**config.mk**
```make
export PLATFORM = sky130hd
export DESIGN_NAME = rr_grant_arbiter8
export DESIGN_NICKNAME = d
export VERILOG_FILES = /design/src/rtl/arb_pkg.sv /design/src/rtl/onehot_dec3to8.sv /design/src/rtl/rr_grant_arbiter8.sv
export SDC_FILE = /design/constraint.sdc
export NUM_CORES = 1
export LEC_CHECK = 0
export CORE_MARGIN = 2
export CORE_UTILIZATION = 30
export DETAILED_ROUTE_END_ITERATION = 8
export PLACE_DENSITY = 0.52
export SYNTH_ARGS = -nofsm -noshare
export SYNTH_HDL_FRONTEND = slang
export SYNTH_SLANG_ARGS = --single-unit
export TNS_END_PERCENT = 30
```
**constraint.sdc**
```tcl
create_clock -name clk -period 3.2 [get_ports clk]
set_clock_uncertainty 0.1 [all_clocks]
set_input_delay 0.64 -clock clk [delete_from_list [all_inputs] [get_ports clk]]
set_output_delay 0.64 -clock clk [all_outputs]
set_load 0.01 [all_outputs]
```
**src/rtl/arb_pkg.sv**
```systemverilog
// Shared encodings and sizes for the round-robin grant arbiter.
package arb_pkg;

    localparam int NREQ  = 8;
    localparam int IDX_W = 3;

    localparam logic [1:0] S_IDLE    = 2'd0;
    localparam logic [1:0] S_GRANT   = 2'd1;
    localparam logic [1:0] S_RELEASE = 2'd2;

    typedef enum logic [1:0] {
        IDLE    = S_IDLE,
        GRANT   = S_GRANT,
        RELEASE = S_RELEASE
    } state_t;

endpackage

```
**src/rtl/onehot_dec3to8.sv**
```systemverilog
// 3-bit index to 8-bit one-hot decoder, defined for every input code.
module onehot_dec3to8
    import arb_pkg::*;
(
    input  logic [2:0] idx,
    output logic [7:0] onehot
);

    // Full case table, so every index maps to exactly one bit.
    always_comb begin
        onehot = 8'h00;
        case (idx)
            3'd0:    onehot = 8'h01;
            3'd1:    onehot = 8'h02;
            3'd2:    onehot = 8'h04;
            3'd3:    onehot = 8'h08;
            3'd4:    onehot = 8'h10;
            3'd5:    onehot = 8'h20;
            3'd6:    onehot = 8'h40;
            default: onehot = 8'h80;
        endcase
    end

endmodule

```
**src/rtl/rr_grant_arbiter8.sv**
```systemverilog
// Round-robin arbiter for 8 requesters with a bounded hold time per owner.
// A grant is held while the owner keeps requesting, up to MAX_HOLD cycles
// (0 = unlimited), and every release is followed by one dead RELEASE cycle
// in which the next owner is chosen starting just above the previous one.
// Handshake: req is a level; requester i owns the resource exactly in the
// cycles where gnt[i]=1 and must keep req[i] high to continue owning it.
module rr_grant_arbiter8
    import arb_pkg::*;
#(
    parameter int MAX_HOLD = 16,
    parameter int CNT_W    = 5
)
(
    input  logic       clk,
    input  logic       rst_n,
    input  logic [7:0] req,
    output logic [7:0] gnt,
    output logic [2:0] gnt_idx,
    output logic       gnt_valid,
    output logic       busy
);

    localparam logic [CNT_W-1:0] HOLD_LAST =
        (MAX_HOLD == 0) ? '0 : CNT_W'(MAX_HOLD - 1);

    state_t           state, state_nxt;
    logic [2:0]       ptr, ptr_nxt;
    logic [CNT_W-1:0] hold_cnt, hold_nxt;
    logic [2:0]       idx_nxt;
    logic [7:0]       gnt_nxt;
    logic             valid_nxt;
    logic             busy_nxt;
    logic [2:0]       win_idx;
    logic [7:0]       win_onehot;
    logic             hold_limit;

    // Search starts at p: rotate req right by p, take the lowest set bit,
    // then add p back so the index wraps modulo 8.
    function automatic logic [IDX_W-1:0] rr_pick(input logic [NREQ-1:0]  r,
                                                 input logic [IDX_W-1:0] p);
        logic [2*NREQ-1:0] dbl;
        logic [NREQ-1:0]   rot;
        logic [IDX_W-1:0]  pe;
        dbl = {r, r} >> p;
        rot = dbl[NREQ-1:0];
        pe  = '0;
        for (int i = NREQ - 1; i >= 0; i--) begin
            if (rot[i]) pe = IDX_W'(i);
        end
        return pe + p;
    endfunction

    assign win_idx    = rr_pick(req, ptr);
    assign hold_limit = (MAX_HOLD != 0) && (hold_cnt == HOLD_LAST);

    onehot_dec3to8 u_dec (
        .idx    (win_idx),
        .onehot (win_onehot)
    );

    // Next-state and next-output logic; IDLE and RELEASE arbitrate alike.
    always_comb begin
        state_nxt = state;
        ptr_nxt   = ptr;
        hold_nxt  = hold_cnt;
        idx_nxt   = gnt_idx;
        gnt_nxt   = gnt;
        valid_nxt = gnt_valid;
        busy_nxt  = busy;
        case (state)
            GRANT: begin
                if (!req[gnt_idx] || hold_limit) begin
                    state_nxt = RELEASE;
                    gnt_nxt   = 8'h00;
                    valid_nxt = 1'b0;
                    busy_nxt  = 1'b1;
                    ptr_nxt   = gnt_idx + 3'd1;
                    hold_nxt  = '0;
                end else begin
                    hold_nxt = hold_cnt + CNT_W'(1);
                end
            end
            default: begin
                hold_nxt = '0;
                if (|req) begin
                    state_nxt = GRANT;
                    idx_nxt   = win_idx;
                    gnt_nxt   = win_onehot;
                    valid_nxt = 1'b1;
                    busy_nxt  = 1'b1;
                end else begin
                    state_nxt = IDLE;
                    gnt_nxt   = 8'h00;
                    valid_nxt = 1'b0;
                    busy_nxt  = 1'b0;
                end
            end
        endcase
    end

    // State and registered outputs; reset clears everything at once.
    always_ff @(posedge clk or negedge rst_n) begin
        if (!rst_n) begin
            state     <= IDLE;
            ptr       <= 3'd0;
            hold_cnt  <= '0;
            gnt_idx   <= 3'd0;
            gnt       <= 8'h00;
            gnt_valid <= 1'b0;
            busy      <= 1'b0;
        end else begin
            state     <= state_nxt;
            ptr       <= ptr_nxt;
            hold_cnt  <= hold_nxt;
            gnt_idx   <= idx_nxt;
            gnt       <= gnt_nxt;
            gnt_valid <= valid_nxt;
            busy      <= busy_nxt;
        end
    end

endmodule

```
### Word-level counts from Yosys, hierarchy flattened

Cells that the tools add are included.

* output and inout bits: 13
* register bits: 23
* word-level logic and storage cells: 52
* input port bits: 10

* shifts and indexed selects: 1
* bitwise operators: 1
* mux-type cells: 24
* add/sub/neg operators: 3
* order comparisons: 1
* equal/unequal tests: 9
* reductions and logical operators: 6

Operators by type and width (number)
* case mux 8 bit (7 select lines): 1
* 2-to-1 mux 3 bit: 8
* 2-to-1 mux 8 bit: 3
* right shift 16 x 3 -> 8 bit: 1
* 2-to-1 mux 5 bit: 2
* == test 3 bit (second input constant): 3
* OR reduction 8 bit: 1
* 2-to-1 mux 1 bit: 7
* == test 3 x 2 -> 1 bit (second input constant): 2
* adder 5 x 1 -> 5 bit (second input constant): 1
* == test 5 x 4 -> 1 bit (second input constant): 1
* less-than comparator 3 x 4 -> 1 bit (second input constant): 1
* 2-to-1 mux 2 bit: 2
* AND reduction 2 bit: 2
* adder 3 x 1 -> 3 bit (second input constant): 1
* adder 3 bit: 1
* binary-select mux 1 bit (select 3 bit): 1
* == test 3 x 1 -> 1 bit (second input constant): 1
* zero test 3 bit: 1
* == test 2 x 1 -> 1 bit (second input constant): 1
* != test 2 bit (second input constant): 1
* zero test 1 bit: 1
* logical OR 1 bit: 1
* NOT 1 bit: 1

### Longest topological paths before layout

Gate-level depths: netlist (run 1).

* depth after elaboration: 14
* depth in mapped cells: 12
* depth with buffers taken out: 11

### Cells and area by module

From an unflattened synthesis (run 1), not the netlist that was laid out.

* cell total of the unflattened synthesis: 171
* area, all modules: 1715.4 um^2

By module, submodules not included
* rr_grant_arbiter8: cells an instance 163, seq. area each 550.5 um^2, area each 1650.3 um^2, instances 1
* onehot_dec3to8: cells an instance 8, seq. area each 0.0 um^2, area each 65.1 um^2, instances 1

### Least setup slack after synthesis (run 1)

No wires, ideal clock.

* path type: input-to-reg
* start point: input req[2]
* end point: register gnt[1]
* path buffers: 2
* library setup time: 0.121 ns
* stages: 12
* data arrival time: 2.862 ns
* required time: 2.979 ns
* setup slack: 0.117 ns
* cells stage by stage: buf_6 -> o21a_1 -> mux4_2 -> o221ai_1 -> nand2_1 -> ha_1 -> inv_1 -> fa_1 -> clkdlybuf4s15_2 -> nand4_1 -> inv_1 -> a22o_2

* longest elaborated chain between the ends: 14
* elaborated cells between the ends (all ways): 26
* those cells by class: add/sub: 1; eq/ne: 7; shift: 1; mux: 13; reduce/logical: 4

Ends and longest elaborated chain
* from (decl): RTL line rr_grant_arbiter8.sv:16 `input logic [7:0] req,`
* right shift 16 x 3 -> 8 bit: RTL line rr_grant_arbiter8.sv:44 `dbl = {r, r} >> p;`
* 2-to-1 mux 3 bit (8 in series): RTL line rr_grant_arbiter8.sv:48 `if (rot[i]) pe = IDX_W'(i);`
* adder 3 bit: RTL line rr_grant_arbiter8.sv:50 `return pe + p;`
* == test 3 bit (tied with other cells): RTL line onehot_dec3to8.sv:12 `case (idx)`
* case mux 8 bit (7 select lines): RTL line onehot_dec3to8.sv:12
* 2-to-1 mux 8 bit: RTL line rr_grant_arbiter8.sv:85 `if (|req) begin`
* 2-to-1 mux 8 bit: RTL line rr_grant_arbiter8.sv:70 `case (state)`
* to (signal assigned): RTL line rr_grant_arbiter8.sv:116 `gnt <= gnt_nxt;`
* to (decl): RTL line rr_grant_arbiter8.sv:17 `output logic [7:0] gnt,`

Parallel ways exist; a longest one is shown, timed or not. The select of a mux whose other input is x is not followed.
A chain may end at the register's enable or synchronous reset.

### Worst setup path after layout (run 1)

* start point: register ptr[0]
* end point: register gnt[0]

* longest elaborated chain between the ends: 14
* elaborated cells between the ends (all ways): 20
* those cells by class: add/sub: 1; eq/ne: 6; shift: 1; mux: 11; reduce/logical: 1

Ends and longest elaborated chain
* from (decl): RTL line rr_grant_arbiter8.sv:27 `logic [2:0] ptr, ptr_nxt;`
* from (signal assigned): RTL line rr_grant_arbiter8.sv:113 `ptr <= ptr_nxt;`
* right shift 16 x 3 -> 8 bit: RTL line rr_grant_arbiter8.sv:44
* 2-to-1 mux 3 bit (8 in series): RTL line rr_grant_arbiter8.sv:48
* adder 3 bit *: RTL line rr_grant_arbiter8.sv:50
* == test 3 bit (tied with other cells): RTL line onehot_dec3to8.sv:12
* case mux 8 bit (7 select lines) *: RTL line onehot_dec3to8.sv:12
* 2-to-1 mux 8 bit *: RTL line rr_grant_arbiter8.sv:85
* 2-to-1 mux 8 bit *: RTL line rr_grant_arbiter8.sv:70

Every way passes the cells marked *; elsewhere a longest branch is shown, timed or not.

==> results.txt, run 1 <==
- Result of the run: finished, final reports clean
- Horiz. Die Dim: between 70 and 80 µm
* Gate count of the mapped netlist: ~150
- After legalization and detailed placement, the total HPWL measured approximately 2.9 mm.
- Top metal layer carrying routed signals: met4
- Top FF cell, synth: dfrtp_1
- Final weighted congestion in routability-driven placement: between 0.7 and 0.8
- Largest net degree at the start of global routing: 23
- Hold is met by around 0.37 ns.
- Dividing the detail-routed via count by the number of cells gives about 5.
- Clock tree synthesis found a total of 22 sinks.
* Number of H-tree branching levels: 1
- First-pass GRT wire length: 6.182 mm
- Final routed wire length divided by cell count: roughly 14 µm
- Path type of the worst setup path: reg -> reg
- Non-filler instance count after layout: approximately 260
* Share of cells above drive strength 1: 0.3622
- Core outline area: around 4800 µm²
* Top-Level Pins: 23
- The die covers ~5700 µm².
- Buffers from clock root to sink, at most: 2
- Relative slew slack: 0.7349
- For the worst-skew pair, the clock arrives at the later sink with an insertion delay of around 0.26 ns.
- Of all nets on the critical path, the largest fanout is 9.
- N_diodes: 0
- After synthesis the netlist holds a flip-flop and latch count of 22.
- Setup_tns: 0 ns
- From synthesis to final layout, the design area changed by 38.84%.
- VDD sags by at most roughly 0.00043 V.
* Sequential element share of the synthesized area: 0.3598
* Clock root buffer master: clkbuf_8
* Number of antenna violations at the first check in global routing: 0
- Number of pins exceeding their max-slew limit in the final report: 0
- Actual slew at the worst max-slew pin: 0.3966 ns
- Number of optimization iterations in the first detailed-route pass: 4
* Area share of the largest cell type after synthesis: 0.3598
* Post-synth EDFFs: 0
- Detailed-routed wire length on met3: 152 µm
* Total of hold buffers inserted after clock tree synthesis: 0
* 1st-iter DRT viols: between 60 and 70
- Total CTS buffers: 3
- Final Critical Period: 3.035 ns
- For this configuration, the core starts out at a cell density of 0.3177.
- Mean Syn Cell Area: between 10 and 15 µm²
* Total grt overflow: 0
* Cell variety after synth: 48
- Once detail routing completed, the nets flagged for antenna violations numbered 0.
- TritonCTS clock tree: built
- Vias in the first global route: around 1.3k
- Arrival time of the worst setup path: between 3 and 4 ns
- DRC viols: 0
* Yosys warning total: 0
* Wirelength, routed: roughly 3.7 mm
* Hold Path Class: reg -> reg
- Cell types with the highest counts after synthesis: dfrtp_1, nand2_1, inv_1
- In this run the power density over the cells is 950.7 nW/µm².
- Fin crit share: 0.9484
- Total of endpoints with negative setup slack in the final report: 0
- The floorplan step set the die height to 75.42 µm.
- WP data required: 3.25 ns
- Overall Global Routing Usage: 0.1418
* Final hold violation count: 0
* Pleak: 0.9688 nW
- Number of placed cells counting well taps: approximately 260
* Cell Area, Synth: 1530 µm²
- FP Rows: 25
- Async SR Flop Fraction: 1.000
* Net count reported at finish: between 200 and 250
- Leading area contributor after synthesis: dfrtp_1
- Clock-pin slew was measured on the worst setup and hold paths at about 0.08 ns.
- Type of destination of the critical path: flop
- Synthesized Nets: between 150 and 200
- Total via count after detailed routing: roughly 1.3k
- Setup repair after global routing left no endpoint under its margin.
* Routed met1 length: between 1.5 and 2 mm
* Area contributors post-synth: dfrtp_1, mux4_2, nand2_1, inv_1, ha_1
- Top-count cell post-synth: dfrtp_1
- Across the run, the number of max-cap violations was 0.
- For this run, the top clock speed supported by timing is between 300 and 400 MHz.
- Quantity of I/O buffers inserted on ports: 22
* Critical path launch point type: flop
- Wire segments on met2 add up to between 1.5 and 2 mm in the final route.
per-stage QoR:
stage	power [mW]	cell area, µm²	utilization	worst slack [ns]
detailed placement	1.679	1968	0.4086	-0.4201
floorplan	1.281	1530	-	0.1168
finish	2.020	2125	0.4410	0.1650
CTS	2.019	2083	0.4325	0.004331
global route	2.203	2125	0.4410	0.02686
global placement	1.666	1968	0.4086	-0.3952
sequential cells by signal, indices dropped and copies added, names as in the netlist:
| signal | count |
|---|---|
| gnt_idx | 3 |
| state | 2 |
| hold_cnt | 5 |
| ptr | 3 |
| busy | 1 |
| gnt | 8 |
cell usage in the layout, fill, tap and decap left out, types with 4 or more instances in the layout:
cell | Yosys | routed
o21ai_0 | 8 | 8
nand2_1 | 15 | 15
clkdlybuf4s50_1 | 0 | 14
nor2_1 | 10 | 10
nor3_1 | 7 | 6
inv_2 | 0 | 4
buf_4 | 0 | 26
inv_1 | 14 | 10
dfrtp_1 | 22 | 22
a21oi_1 | 8 | 6
dlymetal6s2s_1 | 0 | 5
nand4_1 | 4 | 4
mux4_2 | 6 | 6
power by group:
part | internal, mW | total [mW] | switching (mW)
logic | 0.630 | 1.30 | 0.672
registers | 0.370 | 0.465 | 0.0954
clock network | 0.167 | 0.252 | 0.0856
total | 1.17 | 2.02 | 0.853
what timing repair did:
item                       4_1_cts  5_1_grt
setup buffers                    0        2
pin swaps                        4        6
setup endpoints to repair        9        9
gates resized for setup         17        8
cloned                           0        0
critical path, cell delays in order, from the launching register on:
cell and delay, ns:
dfrtp_1 0.53, inv_1 0.17, a21o_1 0.20, or2b_2 0.35
nor3_1 0.15, a31oi_1 0.07, a21oi_2 0.15, nor3_2 0.07
fa_2 0.39, xor2_2 0.17, xnor2_2 0.15, buf_4 0.17
a32o_1 0.25
path summary, 6_finish.rpt:
kind | from | end | slack (ns) | cells past startpoint
max in group asynchronous | rst_n | gnt[0] | 2.15 | 2
min in group asynchronous | rst_n | hold_cnt[1] | 0.62 | 2
worst min-delay path | hold_cnt[0] | hold_cnt[0] | 0.37 | 1
worst min register to register | hold_cnt[0] | hold_cnt[0] | 0.37 | 1
worst max-delay path | ptr[0] | gnt[0] | 0.17 | 12
worst max register to register | ptr[0] | gnt[0] | 0.17 | 12
kinds of logic (layout without fill, tap and decap cells):
group           count (synthesis)  in the layout  share of synthesized area
mux                             9              9                     0.1096
xor+xnor                        5              5                    0.03353
flops                          22             22                     0.3598
buf+inv                        19             67                    0.06950
simple gates                   50             50                     0.1774
compound gates                 38             38                     0.2044
fa+ha+maj                       5              5                    0.04579
metal layers:
| metal | up-vias | global-route usage |
|---|---|---|
| met5 | - | 0 |
| met4 | 0 | 0.04483 |
| met3 | 5 | 0.01323 |
| met2 | 32 | 0.2464 |
| met1 | 642 | 0.1868 |
| li1 | 634 | - |
cell type report:
type                            count  area [µm²]
Timing Repair Buffer               49       435.4
Tap cell                           67       83.83
Clock buffer                        3       41.29
Multi-Input combinational cell    107       930.9
Fill cell                         496        2693
Inverter                           14       52.55
Clock inverter                      1       30.03
Sequential cell                    22       550.5
Power figures use the tool's default switching activity.
==> inputs of run 2 (changes only) <==
--- a/config.mk
+++ b/config.mk
@@ -6,10 +6,10 @@
 export NUM_CORES = 1
 export LEC_CHECK = 0
 export CORE_MARGIN = 2
-export CORE_UTILIZATION = 30
+export CORE_UTILIZATION = 40
 export DETAILED_ROUTE_END_ITERATION = 8
-export PLACE_DENSITY = 0.52
 export SYNTH_ARGS = -nofsm -noshare
 export SYNTH_HDL_FRONTEND = slang
+export SYNTH_HIERARCHICAL = 1
 export SYNTH_SLANG_ARGS = --single-unit
 export TNS_END_PERCENT = 30
==> run 2 against run 1 <==
Utilization is 8.3 points higher. Cell area is the same. Worst hold slack gained 0.0050 ns. Synthesized cell count increased by 16%. Total power increased by 2.5%. Critical path depth shrank 1. Area after synthesis increased by 12%. Maximum frequency fell by 2.3%. Critical endpoint is now gnt[3].
==> results.txt, run 2 <==
- The routed length on met3 is 163 µm (was 152 µm).
- PD cells: 974.9 nW/µm² (was 950.7 nW/µm²)
- Die footprint: 4828 µm² (was 5688 µm²)
* Mean Syn Cell Area: 10.03 µm² (was 10.34 µm²)
* Top library cells by usage in the layout, fill and taps aside: buf_4, dfrtp_1, clkdlybuf4s50_1 (was buf_4, dfrtp_1, nand2_1)
- The maximum cell stage delay along the critical path is 0.36 ns (was 0.53 ns).
- The remaining global-route overflow was 0 (unchanged).
- Number of antenna violations at the first check in global routing: 0 (unchanged)
- The flip-flop count of the largest register after layout is 8 (unchanged).
- The floorplan core area was 4058 µm² (was 4817 µm²).
- TritonCTS clock tree: built (unchanged)
- The final net count was 225 (was 212).
- Final routed wire length divided by cell count: 16.61 µm (was 14.25 µm)
* Clock root buffer master: clkbuf_8 (unchanged)
* Clock tree sinks: 22 (unchanged)
- Cell Area, Synth: 1715 µm² (was 1530 µm²)
- The time the final worst path needs with I/O delays and setup came to 3.106 ns (was 3.035 ns).
- Most frequent standard cell in the layout excluding fill and tap cells: buf_4 (unchanged)
- The fraction of the yosys area taken by sequential cells is 0.3209 (was 0.3598).
- Largest net degree at the start of global routing: 23 (unchanged)
- The kind of start point of the critical path is a primary input (was flop).
- Achievable frequency: 321.9 MHz (was 329.5 MHz)
* DRC viols: 0 (unchanged)
* Final hold violation count: 0 (unchanged)
* Actual slew at the worst max-slew pin: 0.9872 ns (was 0.3966 ns)
* FP Rows: 23 (was 25)
- The accumulated negative setup slack came to 0 ns (unchanged).
- Arrival time of the worst setup path: 3.16 ns (was 3.08 ns)
- Remaining number of nets flagged by the antenna check after routing: 0 (unchanged)
- Relative slew slack: 0.3419 (was 0.7349)
- Leading area contributor after synthesis: dfrtp_1 (unchanged)
- WL met2: 2.213 mm (was 1.879 mm)
- Post-route total power: 2.071 mW (was 2.020 mW)
- Top-count cell post-synth: dfrtp_1 (unchanged)
- The total routing resource utilization after global routing came to 0.1848 (was 0.1418).
- Critical Path Fanout Max: 5 (was 9)
- The final clock period utilization by the worst path was 0.9707 (was 0.9484).
* Unrepaired setup endpoints after global routing: no (unchanged)
- The number of max-cap violations was 0 (unchanged).
- Hold Path Class: reg -> reg (unchanged)
- Cell types with the highest counts after synthesis: dfrtp_1, nand2_1, nor2_1 (was dfrtp_1, nand2_1, inv_1).
- Result of the run: finished, final reports clean (unchanged).
- 1st-iter DRT viols: 92 (was 65)
- The yosys synthesis warning count was 6 (was 0).
* First-pass GRT wire length: 7.293 mm (was 6.182 mm)
- Top Family by Delay on Critical Path: compound AO/OA/AOI/OAI gates (unchanged)
- The clock-pin slew on the worst setup and hold paths came to 0.08 ns (about the same).
- The routability congestion estimate was 0.8666 (was 0.7828).
* Top FF cell, synth: dfrtp_1 (unchanged)
- The number of buffers added by the clock tree synthesis step came to 3 (unchanged).
- The count of port buffers added during placement came to 22 (unchanged).
- WP data required: 3.25 ns (about the same)
* Post-synth EDFFs: 0 (unchanged)
- N_diodes: 0 (unchanged)
* Area share of the largest cell type after synthesis: 0.3209 (was 0.3598)
* Async SR Flop Fraction: 1.000 (unchanged)
* Dpl hpwl: 3.296 mm (was 2.883 mm)
- Number of optimization iterations in the first detailed-route pass: 4 (unchanged)
* Total via count after detailed routing: 1472 (was 1313)
- The uppermost signal routing layer after detailed routing was met4 (unchanged).
- Total of endpoints with negative setup slack in the final report: 0 (unchanged)
- The worst setup path category is in -> reg (was reg -> reg).
- The largest register by flop count is gnt (unchanged).
- Vias in the first global route: 1565 (was 1347)
- Share of cells above drive strength 1: 0.3110 (was 0.3622)
- Area contributors post-synth: dfrtp_1, mux2i_1, mux4_2, a22o_1, clkbuf_8 (was dfrtp_1, mux4_2, nand2_1, inv_1, ha_1).
- Maximum ir drop on the vdd rail: 0.0005297 V (was 0.0004321 V)
- Buffers from clock root to sink, at most: 2 (unchanged)
- FF+latch count, synth: 22 (unchanged)
- The source-to-sink clock delay at the later pin of the worst-skew pair is 0.26 ns (about the same).
* Type of destination of the critical path: flop (unchanged)
- The width of the die is 69.49 µm (was 75.42 µm).
* Worst-path cell with the longest stage delay: fa_2 (was dfrtp_1)
- The post-route met1 wirelength is 1.837 mm (was 1.672 mm).
- The distinct cell type count of the synthesized netlist was 58 (was 48).
- Wirelength, routed: 4.301 mm (was 3.749 mm)
- Synthesized Nets: 186 (was 163)
- The via-per-instance ratio was 5.683 (was 4.992).
- The buffer and inverter count on the worst path is 2 (unchanged).
- The leakage dissipation came to 0.9515 nW (was 0.9688 nW).
- The cell count after synthesis was 171 (was 148).
- Number of H-tree branching levels: 1 (unchanged)
- Number of setup buffers added after CTS: 0 (unchanged)
- Number of pins exceeding their max-slew limit in the final report: 0 (unchanged)
* Die Y-Extent: 69.49 µm (was 75.42 µm)
- The synthesis-to-finish area growth was 23.85% (was 38.84%).
- Chain of cells forming the critical path: dlygate4sd2_1 > buf_4 > and2_2 > a211oi_2 > nand2_1 > a32o_2 > fa_2 > a211o_1 > nand2_2 > and3b_2 > a22o_1 (was inv_1 > a21o_1 > or2b_2 > nor3_1 > a31oi_1 > a21oi_2 > nor3_2 > fa_2 > xor2_2 > xnor2_2 > buf_4 > a32o_1)
- Largest registers in the final layout: gnt: 8 flops, hold_cnt: 5 flops (unchanged)
* Starting utilization of the core area: 0.4228 (was 0.3177)
- The number of top-level design ports is 23 (unchanged).
* Register-to-Register Setup Slack: 0.15 ns (was 0.17 ns)
-- run 2: changes by cell type in the layout (fill, tap and decap cells not counted), moves of 5 or more --
cell,previous run,this run
nor2b_1,0,5
dlymetal6s2s_1,5,0
clkbuf_2,0,5
buf_4,26,21
inv_1,10,5
mux2i_1,1,8
a22o_1,0,8
o21ai_0,8,2
-- run 2: worst register-to-register path: stages, from the launching register on --
cell      delay, ns
dfrtp_2        0.51
clkinv_1       0.23
o31ai_2        0.30
mux4_2         0.29
a21boi_1       0.17
ha_1           0.16
inv_1          0.05
fa_2           0.33
a211o_1        0.30
nand2_2        0.11
and3b_2        0.21
a22o_1         0.19
-- run 2: cell type report --
cell class / instances / area (µm²)
multi-input cells: 131 / 1075
inverters: 9 / 33.78
flip-flops and latches: 22 / 553.0
clock buffers: 4 / 55.05
well taps: 50 / 62.56
repair buffers: 43 / 345.3
fillers: 378 / 1933
-- run 2: what timing repair did --
item,CTS,global route
hold buffers,0,0
pin swaps,1,3
resized for setup,17,23
setup endpoints to repair,8,8
-- run 2: logic make-up after synthesis --
| kind of cell | Yosys count | share of synthesized area |
|---|---|---|
| adder cells (fa/ha/maj) | 5 | 0.04085 |
| flip-flops | 22 | 0.3209 |
| AND/OR/NAND/NOR | 64 | 0.2159 |
| buffers and inverters | 18 | 0.08533 |
| AO/OA/AOI/OAI | 43 | 0.1948 |
| XOR/XNOR | 3 | 0.01532 |
| multiplexers | 16 | 0.1269 |
-- run 2: routing by layer --
metal / GRT usage / up-vias
li1: - / 708
met1: 0.2254 / 725
met2: 0.3259 / 33
met3: 0.02907 / 6
met4: 0.06972 / 0
met5: 0 / -
-- run 2: path summary, 6_finish.rpt --
kind,start,endpoint,cells after the start
max in group asynchronous,rst_n,ptr[0],1
setup reg to reg,ptr[1],gnt[3],11
hold reg to reg,hold_cnt[0],hold_cnt[0],1
hold / removal,hold_cnt[0],hold_cnt[0],1
min in group asynchronous,rst_n,gnt[4],1
setup / recovery,req[0],gnt[3],11
-- run 2: where the power goes --
group | internal [mW] | total, mW | switching, mW
Combinational | 0.720 | 1.39 | 0.672
Clock | 0.110 | 0.195 | 0.0853
Sequential | 0.372 | 0.485 | 0.113
Total | 1.20 | 2.07 | 0.870
-- run 2: through the flow --
stage	area, µm²	setup WS, ns	utilization	hold slack [ns]	std cells
global placement	2048	-0.5753	0.5048	0.3445	255
global route	2125	0.006354	0.5236	0.3929	259
floorplan	1720	0.002919	-	0.2444	171
CTS	2111	0.01734	0.5202	0.3797	259
finish	2125	0.09365	0.5236	0.3732	259
detailed placement	2048	-0.5533	0.5048	0.3696	255
